File: config.mk
export PLATFORM = sky130hd
export DESIGN_NAME = hazard_scoreboard_flat
export DESIGN_NICKNAME = d
export VERILOG_FILES = /design/src/rtl/hazard_scoreboard_if.sv /design/src/rtl/hazard_scoreboard.sv /design/src/flat_wrapper.sv
export SDC_FILE = /design/constraint.sdc
export NUM_CORES = 1
export LEC_CHECK = 0
export CAP_MARGIN = 10
export CORE_MARGIN = 10
export CORE_UTILIZATION = 49
export CTS_CLUSTER_DIAMETER = 150
export DETAILED_ROUTE_END_ITERATION = 8
export PLACE_DENSITY = 0.81
export SLEW_MARGIN = 20
export SYNTH_ARGS = -nofsm -noshare
export SYNTH_HDL_FRONTEND = slang
export SYNTH_SLANG_ARGS = --single-unit
File: constraint.sdc
create_clock -name clk -period 3.65 [get_ports clk]
set_clock_uncertainty 0.15 [all_clocks]
set_input_delay 0.9125 -clock clk [delete_from_list [all_inputs] [get_ports clk]]
set_output_delay 0.9125 -clock clk [all_outputs]
set_load 0.005 [all_outputs]
File: src/rtl/hazard_scoreboard_if.sv
// rtl/hazard_scoreboard_if.sv - ID-stage hazard query and control bundle between pipeline and scoreboard
interface hazard_scoreboard_if;
  logic [4:0] a1_d;
  logic [4:0] a2_d;
  logic [1:0] tuse_rs_d;
  logic [1:0] tuse_rt_d;
  logic [4:0] waddr_d;
  logic [1:0] tnew_d;
  logic       md_use_d;
  logic       start_mult_e;
  logic       start_div_e;
  logic       stall;
  logic       clr_de;
  logic [1:0] fwd_rs_d;
  logic [1:0] fwd_rt_d;
  logic [1:0] fwd_rs_e;
  logic [1:0] fwd_rt_e;
  logic       md_busy;

  modport master (
    output a1_d, a2_d, tuse_rs_d, tuse_rt_d, waddr_d, tnew_d,
    output md_use_d, start_mult_e, start_div_e,
    input  stall, clr_de, fwd_rs_d, fwd_rt_d, fwd_rs_e, fwd_rt_e, md_busy
  );

  modport slave (
    input  a1_d, a2_d, tuse_rs_d, tuse_rt_d, waddr_d, tnew_d,
    input  md_use_d, start_mult_e, start_div_e,
    output stall, clr_de, fwd_rs_d, fwd_rt_d, fwd_rs_e, fwd_rt_e, md_busy
  );
endinterface

File: src/rtl/hazard_scoreboard.sv
// rtl/hazard_scoreboard.sv - shadow E/M/W write tracker driving stall, ID/EX clear, forwarding selects and MDU busy
module hazard_scoreboard #(
  parameter int MULT_CYCLES = 5,
  parameter int DIV_CYCLES  = 10
) (
  input  logic               clk,
  input  logic               reset,
  hazard_scoreboard_if.slave sb
);

  typedef struct packed {
    logic [4:0] a1;
    logic [4:0] a2;
    logic [4:0] waddr;
    logic [1:0] tnew;
  } entry_t;

  localparam int CW = $clog2(DIV_CYCLES + 1);

  entry_t        e_q, e_d, m_q, m_d, w_q, w_d;
  logic [CW-1:0] busy_q, busy_d;
  logic [2:0]    rs_res, rt_res;
  logic          md_busy_c, stall_c;
  logic          unused_w;

  function automatic logic [1:0] sat_dec(input logic [1:0] x);
    return (x == 2'd0) ? 2'd0 : x - 2'd1;
  endfunction

  function automatic logic hit(input logic [4:0] r, input entry_t s);
    return (r != 5'd0) && (s.waddr == r);
  endfunction

  // Returns {hazard, fwd_code}; only the nearest matching stage is considered.
  function automatic logic [2:0] d_lookup(input logic [4:0] r, input logic [1:0] tuse,
                                          input entry_t e, input entry_t m, input entry_t w);
    logic [2:0] res;
    res = 3'b000;
    if (hit(r, e)) begin
      if (e.tnew == 2'd0)                          res[1:0] = 2'd1;
      else if (tuse != 2'd3 && e.tnew > tuse)      res[2]   = 1'b1;
    end else if (hit(r, m)) begin
      if (m.tnew == 2'd0)                          res[1:0] = 2'd2;
      else if (tuse != 2'd3 && m.tnew > tuse)      res[2]   = 1'b1;
    end else if (hit(r, w) && w.tnew == 2'd0) begin
      res[1:0] = 2'd3;
    end
    return res;
  endfunction

  function automatic logic [1:0] e_lookup(input logic [4:0] r, input entry_t m, input entry_t w);
    if (hit(r, m))                         return (m.tnew == 2'd0) ? 2'd2 : 2'd0;
    else if (hit(r, w) && w.tnew == 2'd0)  return 2'd3;
    else                                   return 2'd0;
  endfunction

  always_comb begin
    rs_res    = d_lookup(sb.a1_d, sb.tuse_rs_d, e_q, m_q, w_q);
    rt_res    = d_lookup(sb.a2_d, sb.tuse_rt_d, e_q, m_q, w_q);
    md_busy_c = (busy_q != '0) | sb.start_mult_e | sb.start_div_e;
    stall_c   = rs_res[2] | rt_res[2] | (sb.md_use_d & md_busy_c);
  end

  // A stall turns the E slot into a bubble while M and W keep draining.
  always_comb begin
    e_d = '0;
    if (!stall_c) begin
      e_d.a1    = sb.a1_d;
      e_d.a2    = sb.a2_d;
      e_d.waddr = sb.waddr_d;
      e_d.tnew  = sat_dec(sb.tnew_d);
    end
    m_d      = e_q;
    m_d.tnew = sat_dec(e_q.tnew);
    w_d      = m_q;
    w_d.tnew = sat_dec(m_q.tnew);
  end

  always_comb begin
    busy_d = busy_q;
    if (sb.start_div_e)       busy_d = CW'(DIV_CYCLES);
    else if (sb.start_mult_e) busy_d = CW'(MULT_CYCLES);
    else if (busy_q != '0)    busy_d = busy_q - CW'(1);
  end

  always_ff @(posedge clk or negedge reset) begin
    if (!reset) begin
      e_q    <= '0;
      m_q    <= '0;
      w_q    <= '0;
      busy_q <= '0;
    end else begin
      e_q    <= e_d;
      m_q    <= m_d;
      w_q    <= w_d;
      busy_q <= busy_d;
    end
  end

  assign sb.stall    = stall_c;
  assign sb.clr_de   = stall_c;
  assign sb.fwd_rs_d = rs_res[1:0];
  assign sb.fwd_rt_d = rt_res[1:0];
  assign sb.fwd_rs_e = e_lookup(e_q.a1, m_q, w_q);
  assign sb.fwd_rt_e = e_lookup(e_q.a2, m_q, w_q);
  assign sb.md_busy  = md_busy_c;

  assign unused_w = ^{w_q.a1, w_q.a2};

endmodule

File: src/flat_wrapper.sv
// flat-port wrapper written by rule: the top's interface ports become plain ports
module hazard_scoreboard_flat 
#(
  parameter int MULT_CYCLES = 5,
  parameter int DIV_CYCLES  = 10
)
  (clk, reset, sb_a1_d, sb_a2_d, sb_tuse_rs_d, sb_tuse_rt_d, sb_waddr_d, sb_tnew_d, sb_md_use_d, sb_start_mult_e, sb_start_div_e, sb_stall, sb_clr_de, sb_fwd_rs_d, sb_fwd_rt_d, sb_fwd_rs_e, sb_fwd_rt_e, sb_md_busy);
  hazard_scoreboard_if sb_i ();
  input  logic clk;
  input  logic reset;
  input wire logic [$bits(sb_i.a1_d)-1:0] sb_a1_d;
  input wire logic [$bits(sb_i.a2_d)-1:0] sb_a2_d;
  input wire logic [$bits(sb_i.tuse_rs_d)-1:0] sb_tuse_rs_d;
  input wire logic [$bits(sb_i.tuse_rt_d)-1:0] sb_tuse_rt_d;
  input wire logic [$bits(sb_i.waddr_d)-1:0] sb_waddr_d;
  input wire logic [$bits(sb_i.tnew_d)-1:0] sb_tnew_d;
  input wire logic [$bits(sb_i.md_use_d)-1:0] sb_md_use_d;
  input wire logic [$bits(sb_i.start_mult_e)-1:0] sb_start_mult_e;
  input wire logic [$bits(sb_i.start_div_e)-1:0] sb_start_div_e;
  output wire logic [$bits(sb_i.stall)-1:0] sb_stall;
  output wire logic [$bits(sb_i.clr_de)-1:0] sb_clr_de;
  output wire logic [$bits(sb_i.fwd_rs_d)-1:0] sb_fwd_rs_d;
  output wire logic [$bits(sb_i.fwd_rt_d)-1:0] sb_fwd_rt_d;
  output wire logic [$bits(sb_i.fwd_rs_e)-1:0] sb_fwd_rs_e;
  output wire logic [$bits(sb_i.fwd_rt_e)-1:0] sb_fwd_rt_e;
  output wire logic [$bits(sb_i.md_busy)-1:0] sb_md_busy;
  assign sb_i.a1_d = sb_a1_d;
  assign sb_i.a2_d = sb_a2_d;
  assign sb_i.tuse_rs_d = sb_tuse_rs_d;
  assign sb_i.tuse_rt_d = sb_tuse_rt_d;
  assign sb_i.waddr_d = sb_waddr_d;
  assign sb_i.tnew_d = sb_tnew_d;
  assign sb_i.md_use_d = sb_md_use_d;
  assign sb_i.start_mult_e = sb_start_mult_e;
  assign sb_i.start_div_e = sb_start_div_e;
  assign sb_stall = sb_i.stall;
  assign sb_clr_de = sb_i.clr_de;
  assign sb_fwd_rs_d = sb_i.fwd_rs_d;
  assign sb_fwd_rt_d = sb_i.fwd_rt_d;
  assign sb_fwd_rs_e = sb_i.fwd_rs_e;
  assign sb_fwd_rt_e = sb_i.fwd_rt_e;
  assign sb_md_busy = sb_i.md_busy;
  hazard_scoreboard #(.MULT_CYCLES(MULT_CYCLES), .DIV_CYCLES(DIV_CYCLES)) u_core (.clk(clk), .reset(reset), .sb(sb_i));
endmodule
# --- Word-level counts from Yosys, hierarchy flattened ---
# Cells that the tools add are included.
totals:
  regBits: 35
  latchBits: 0
  ram_bits: 0
  mem_bits_ro: 0
  out_inout_bits: 11
  wordCells: 91
  n_memories: 0
op_classes:
  n_addsub: 4
  multipliers: 0
  div_mod_pow: 0
  magnitude_cmp: 4
  n_eq_ne: 12
  shift: 0
  muxes: 29
  bitwise: 5
  n_reduce_logical: 28
ops:
  columns: ["op", "n"]
  rows:
  - ["equality test 5 bit", 10]
  - ["2-to-1 mux 2 bit", 12]
  - ["nonzero test 5 bit", 4]
  - ["logical AND 1 bit", 18]
  - ["2-to-1 mux 17 bit", 1]
  - ["2-to-1 mux 4 bit", 3]
  - ["2-to-1 mux 1 bit", 11]
  - ["greater-than comparator 2 bit", 4]
  - ["zero test 2 bit", 4]
  - ["2-to-1 mux 3 bit", 2]
  - ["subtractor 2 x 1 -> 2 bit, second input constant", 3]
  - ["!= test 2 bit, second input constant", 2]
  - ["bitwise OR 1 bit", 4]
  - ["nonzero test 4 bit", 1]
  - ["subtractor 4 x 1 -> 4 bit, second input constant", 1]
  - ["nonzero test 3 bit", 1]
  - ["bitwise AND 1 bit", 1]

# --- Longest topological paths before layout ---
logic_depth:
  word_depth: 9
  depth_mapped: 8
  ltp_nobuf: 7

# --- Worst setup path after synthesis ---
# No wires, ideal clock.
synth_path:
  path_type: "input to output"
  from: "input sb_a2_d[1]"
  to: "output sb_stall"
  arrival_time_ps: 2318
  required_time_ps: 2588
  path_slack_ps: 269
  stages: 7
  n_path_buf: 2
  path_cell_list: "clkbuf_2 -> xor2_1 -> a211oi_2 -> and2_4 -> nor3_4 -> or3_1 -> buf_4"
synth_via:
  elab_chain_len: 6
  elab_cells_between_ends: 9
  cone_classes: "2 x eq/ne; 2 x mux; 2 x bitwise; 3 x reduce/logical"
synth_lines:
  columns: ["item", "line", "text"]
  rows:
  - ["start, declared", "flat_wrapper.sv:12", "input wire logic [$bits(sb_i.a2_d)-1:0] sb_a2_d;"]
  - ["equality test 5 bit / nonzero test 5 bit (equally long branches)", "hazard_scoreboard.sv:31", "return (r != 5'd0) && (s.waddr == r);"]
  - ["logical AND 1 bit", "hazard_scoreboard.sv:31", null]
  - ["2-to-1 mux 1 bit", "hazard_scoreboard.sv:42", "end else if (hit(r, m)) begin"]
  - ["2-to-1 mux 3 bit *", "hazard_scoreboard.sv:39", "if (hit(r, e)) begin"]
  - ["bitwise OR 1 bit * (2 in a row)", "hazard_scoreboard.sv:61", "stall_c = rs_res[2] | rt_res[2] | (sb.md_use_d & md_busy_c);"]
  - ["end, declared", "flat_wrapper.sv:20", "output wire logic [$bits(sb_i.stall)-1:0] sb_stall;"]
# Every way passes the cells marked *; elsewhere a longest branch is shown, timed or not.

# --- Worst setup path after layout ---
layout_path:
  from: "input sb_a2_d[4]"
  to: "output sb_clr_de"
layout_via:
  elab_chain_len: 6
  elab_cells_between_ends: 9
  cone_classes: "2 x eq/ne; 2 x mux; 2 x bitwise; 3 x reduce/logical"
layout_lines:
  columns: ["item", "line", "text"]
  rows:
  - ["equality test 5 bit / nonzero test 5 bit (equally long branches)", "hazard_scoreboard.sv:31", null]
  - ["logical AND 1 bit", "hazard_scoreboard.sv:31", null]
  - ["2-to-1 mux 1 bit", "hazard_scoreboard.sv:42", null]
  - ["2-to-1 mux 3 bit *", "hazard_scoreboard.sv:39", null]
  - ["bitwise OR 1 bit * (2 in a row)", "hazard_scoreboard.sv:61", null]
  - ["end, declared", "flat_wrapper.sv:21", "output wire logic [$bits(sb_i.clr_de)-1:0] sb_clr_de;"]
# Marks and branches as above.

==> impl_metrics.csv <==
group,metric,value,unit
timing,setup_ws,60.5,ps
run,maxCapViolations,0,
clock_network,clk_pin_slew,70,ps
hold_path,hold_path_class,"flop to flop",
worst_setup_path,cp_cell_sequence,"clkdlybuf4s15_2, nor4_4, nand2_1, nand4_1, buf_4, buf_4, nor3_4, or3_4, buf_6",
floorplanning,initial_core_util,49.9,%
pwr,power.density,302,nW/um^2
worst_setup_path,crit_required,2590,ps
layout,fin_nets,354,
worst_setup_path,slowest_stage,"or3_4",
worst_setup_path,cp_num_buf_inv,4,
timing,finalCritPeriodShare,98.3,%
worst_setup_path,critPathKind,"input port to primary output",
place,gp_congestion,0.913,
floorplanning,die-area,7900,um^2
layout,nFillCells,322,
yosys,synth_area,2320,um^2
timing,slew_violations,0,
drt,first_iter_violations,142,
clock_network,h-tree-depth,2,
layout,mostFrequentLayoutCell,"buf_4",
drt,wirelength,6.50,mm
yosys,yosysSeqAreaShare,37.7,%
drt,ant_nets,0,
yosys,synth_ff_type,"dfrtp_1",
timing,holdWs,310,ps
timing,fin_crit,3590,ps
floorplanning,core-area,4660,um^2
clock_network,cts_root_buf,"clkbuf_8",
layout,antennaDiodeCount,0,
timing,rsz0062_at_grt,"yes",
floorplanning,fp.dieH,88.9,um
pwr,ir_worst_vdd,263,uV
global_routing,grt_pass1_vias,2191,
yosys,synth_edf_count,0,
place,portBuffers,36,
clock_network,cts_buffers,5,
floorplanning,rows,25,
clock_network,holdBufCountCts,0,
drt,wire_per_inst,17.4,um
layout,area_growth_syn_to_layout,37.0,%
global_routing,overflow,0,
pwr,p_leak,1.51,nW
place,place_ws,-579,ps
clock_network,clk_latency,300,ps
clock_network,cts_tree,"done",
worst_setup_path,cp_top_family,"simple AND/OR/NAND/NOR gates",
layout,drive_above_1_share,27.0,%
drt,drc,0,
timing,setup_viol,0,
clock_network,cts.sinks,35,
run_status,status,"finished clean",
layout,register_area,876,um^2
yosys,synth_nets,278,
yosys,ys_ff_latch,35,
drt,vias_per_cell,5.61,
layout,mostFrequentLayoutCells,"buf_4 (46), xor2_1 (40), dfrtp_1 (35)",
yosys,async_flop_share,100,%
worst_setup_path,cp-end-kind,"primary output",
global_routing,antenna_found_initial,0,
yosys,synthDistinctLibCells,40,
timing,fmax,279,MHz
layout,multi_input_area,1410,um^2
layout,final_core_utilization,68.3,%
worst_setup_path,cpMostUsedCell,"buf_4",
drt,vias,2093,
timing,slew_headroom,63.5,%
global_routing,track_usage,17.4,%
worst_setup_path,path_max_fanout,4,
yosys,syn_inst,242,
worst_setup_path,slowest_delay,400,ps
timing,worst-slew-pin-transition,545,ps
clock_network,cts.path.max_buffers,2,
worst_setup_path,cp-start-kind,"input port",
yosys,yosys_warnings,0,
floorplanning,die_w,88.9,um
timing,hold_viol_final,0,
floorplanning,io_pins,37,
global_routing,grt_pass1_wl,10.4,mm
yosys,syn_area_per_cell,9.61,um^2
global_routing,grt_max_degree,36,
place,dp_hpwl,4.32,mm
worst_setup_path,critPathArrivalTime,2530,ps
drt,dr.pass1.iters,5,
==> power breakdown <==
group / internal (mW) / switching, mW
Clock: 0.154 / 0.142
Sequential: 0.409 / 0.0325
Combinational: 0.117 / 0.107
Total: 0.680 / 0.282
==> routing by layer <==
| layer | vias to the layer above | global-route usage, % | part of all wire [%] |
|---|---|---|---|
| met2 | 67 | 31.2 | 51 |
| met1 | 1012 | 18.7 | 40 |
| met4 | 0 | 7.78 | 3.8 |
| met3 | 22 | 4.60 | 4.5 |
| li1 | 992 | - | - |
| met5 | - | 0 | 0 |
==> cell type report <==
| cell class | count | area share (%) |
|---|---|---|
| Clock buffer | 6 | 2.59 |
| Inverter | 12 | 1.41 |
| Tap cell | 54 | 2.12 |
| Sequential cell | 35 | 27.5 |
| Multi-Input combinational cell | 182 | 44.4 |
| Clock inverter | 2 | 0.511 |
| Timing Repair Buffer | 82 | 21.5 |
==> path summary, 6_finish.rpt <==
kind | endpoint | slack, ps | startpoint | cells past startpoint
worst max-delay path | sb_clr_de | 60 | sb_a2_d[4] | 9
worst min-delay path | u_core.m_q[4]$_DFF_PN0_ | 310 | u_core.e_q[4]$_DFF_PN0_ | 0
worst max register to register | u_core.e_q[0]$_DFF_PN0_ | 430 | u_core.e_q[0]$_DFF_PN0_ | 17
worst min register to register | u_core.m_q[4]$_DFF_PN0_ | 310 | u_core.e_q[4]$_DFF_PN0_ | 0
max in group asynchronous | u_core.e_q[0]$_DFF_PN0_ | 2170 | reset | 2
min in group asynchronous | u_core.w_q[2]$_DFF_PN0_ | 870 | reset | 2
==> kinds of logic after synthesis <==
logic type / count (synthesis) / synth area share [%]
flops: 35 / 37.7
buf+inv: 25 / 5.92
xor+xnor: 51 / 19.2
compound gates: 21 / 6.94
simple gates: 99 / 24.4
fa+ha+maj: 10 / 5.38
mux: 1 / 0.431
==> Yosys cell counts (2+ instances only) <==
master / count / area share (%)
a21oi_1: 4 / 0.86
a221oi_1: 4 / 1.5
and2_1: 2 / 0.54
buf_6: 4 / 1.9
clkbuf_2: 7 / 1.5
dfrtp_1: 35 / 38
ha_1: 10 / 5.4
inv_1: 12 / 1.9
nand2_1: 6 / 0.97
nand2b_1: 4 / 1.1
nand3_1: 17 / 3.7
nand4_1: 7 / 1.9
nand4b_1: 2 / 0.75
nor2_1: 11 / 1.8
nor2b_1: 4 / 1.1
nor3_1: 30 / 6.5
nor3_2: 2 / 0.86
nor4_1: 3 / 0.81
o21ai_0: 5 / 1.1
or3_1: 4 / 1.1
xnor2_1: 10 / 3.8
xor2_1: 41 / 15
==> what timing repair did <==
item,in CTS,in global routing
pin swaps,16,2
endpoints found under the setup margin,6,20
setup buffers,18,0
gates resized for setup,50,9
==> flip-flops by register name (all words and copies together), names as in the netlist <==
name / cells
u_core.m_q: 7
u_core.w_q: 7
u_core.busy_q: 4
u_core.e_q: 17
==> through the flow <==
stage	std cells	TNS (ps)	total power, mW	cell area (um^2)
detailed placement	347	-2850	0.656	2870
global route	373	0	1.02	3180
floorplan	242	0	0.558	2320
finish	373	0	0.961	3180
global placement	347	-2790	0.647	2870
CTS	373	-18.7	0.961	3170
No activity file was read; power rests on OpenSTA's default activity.
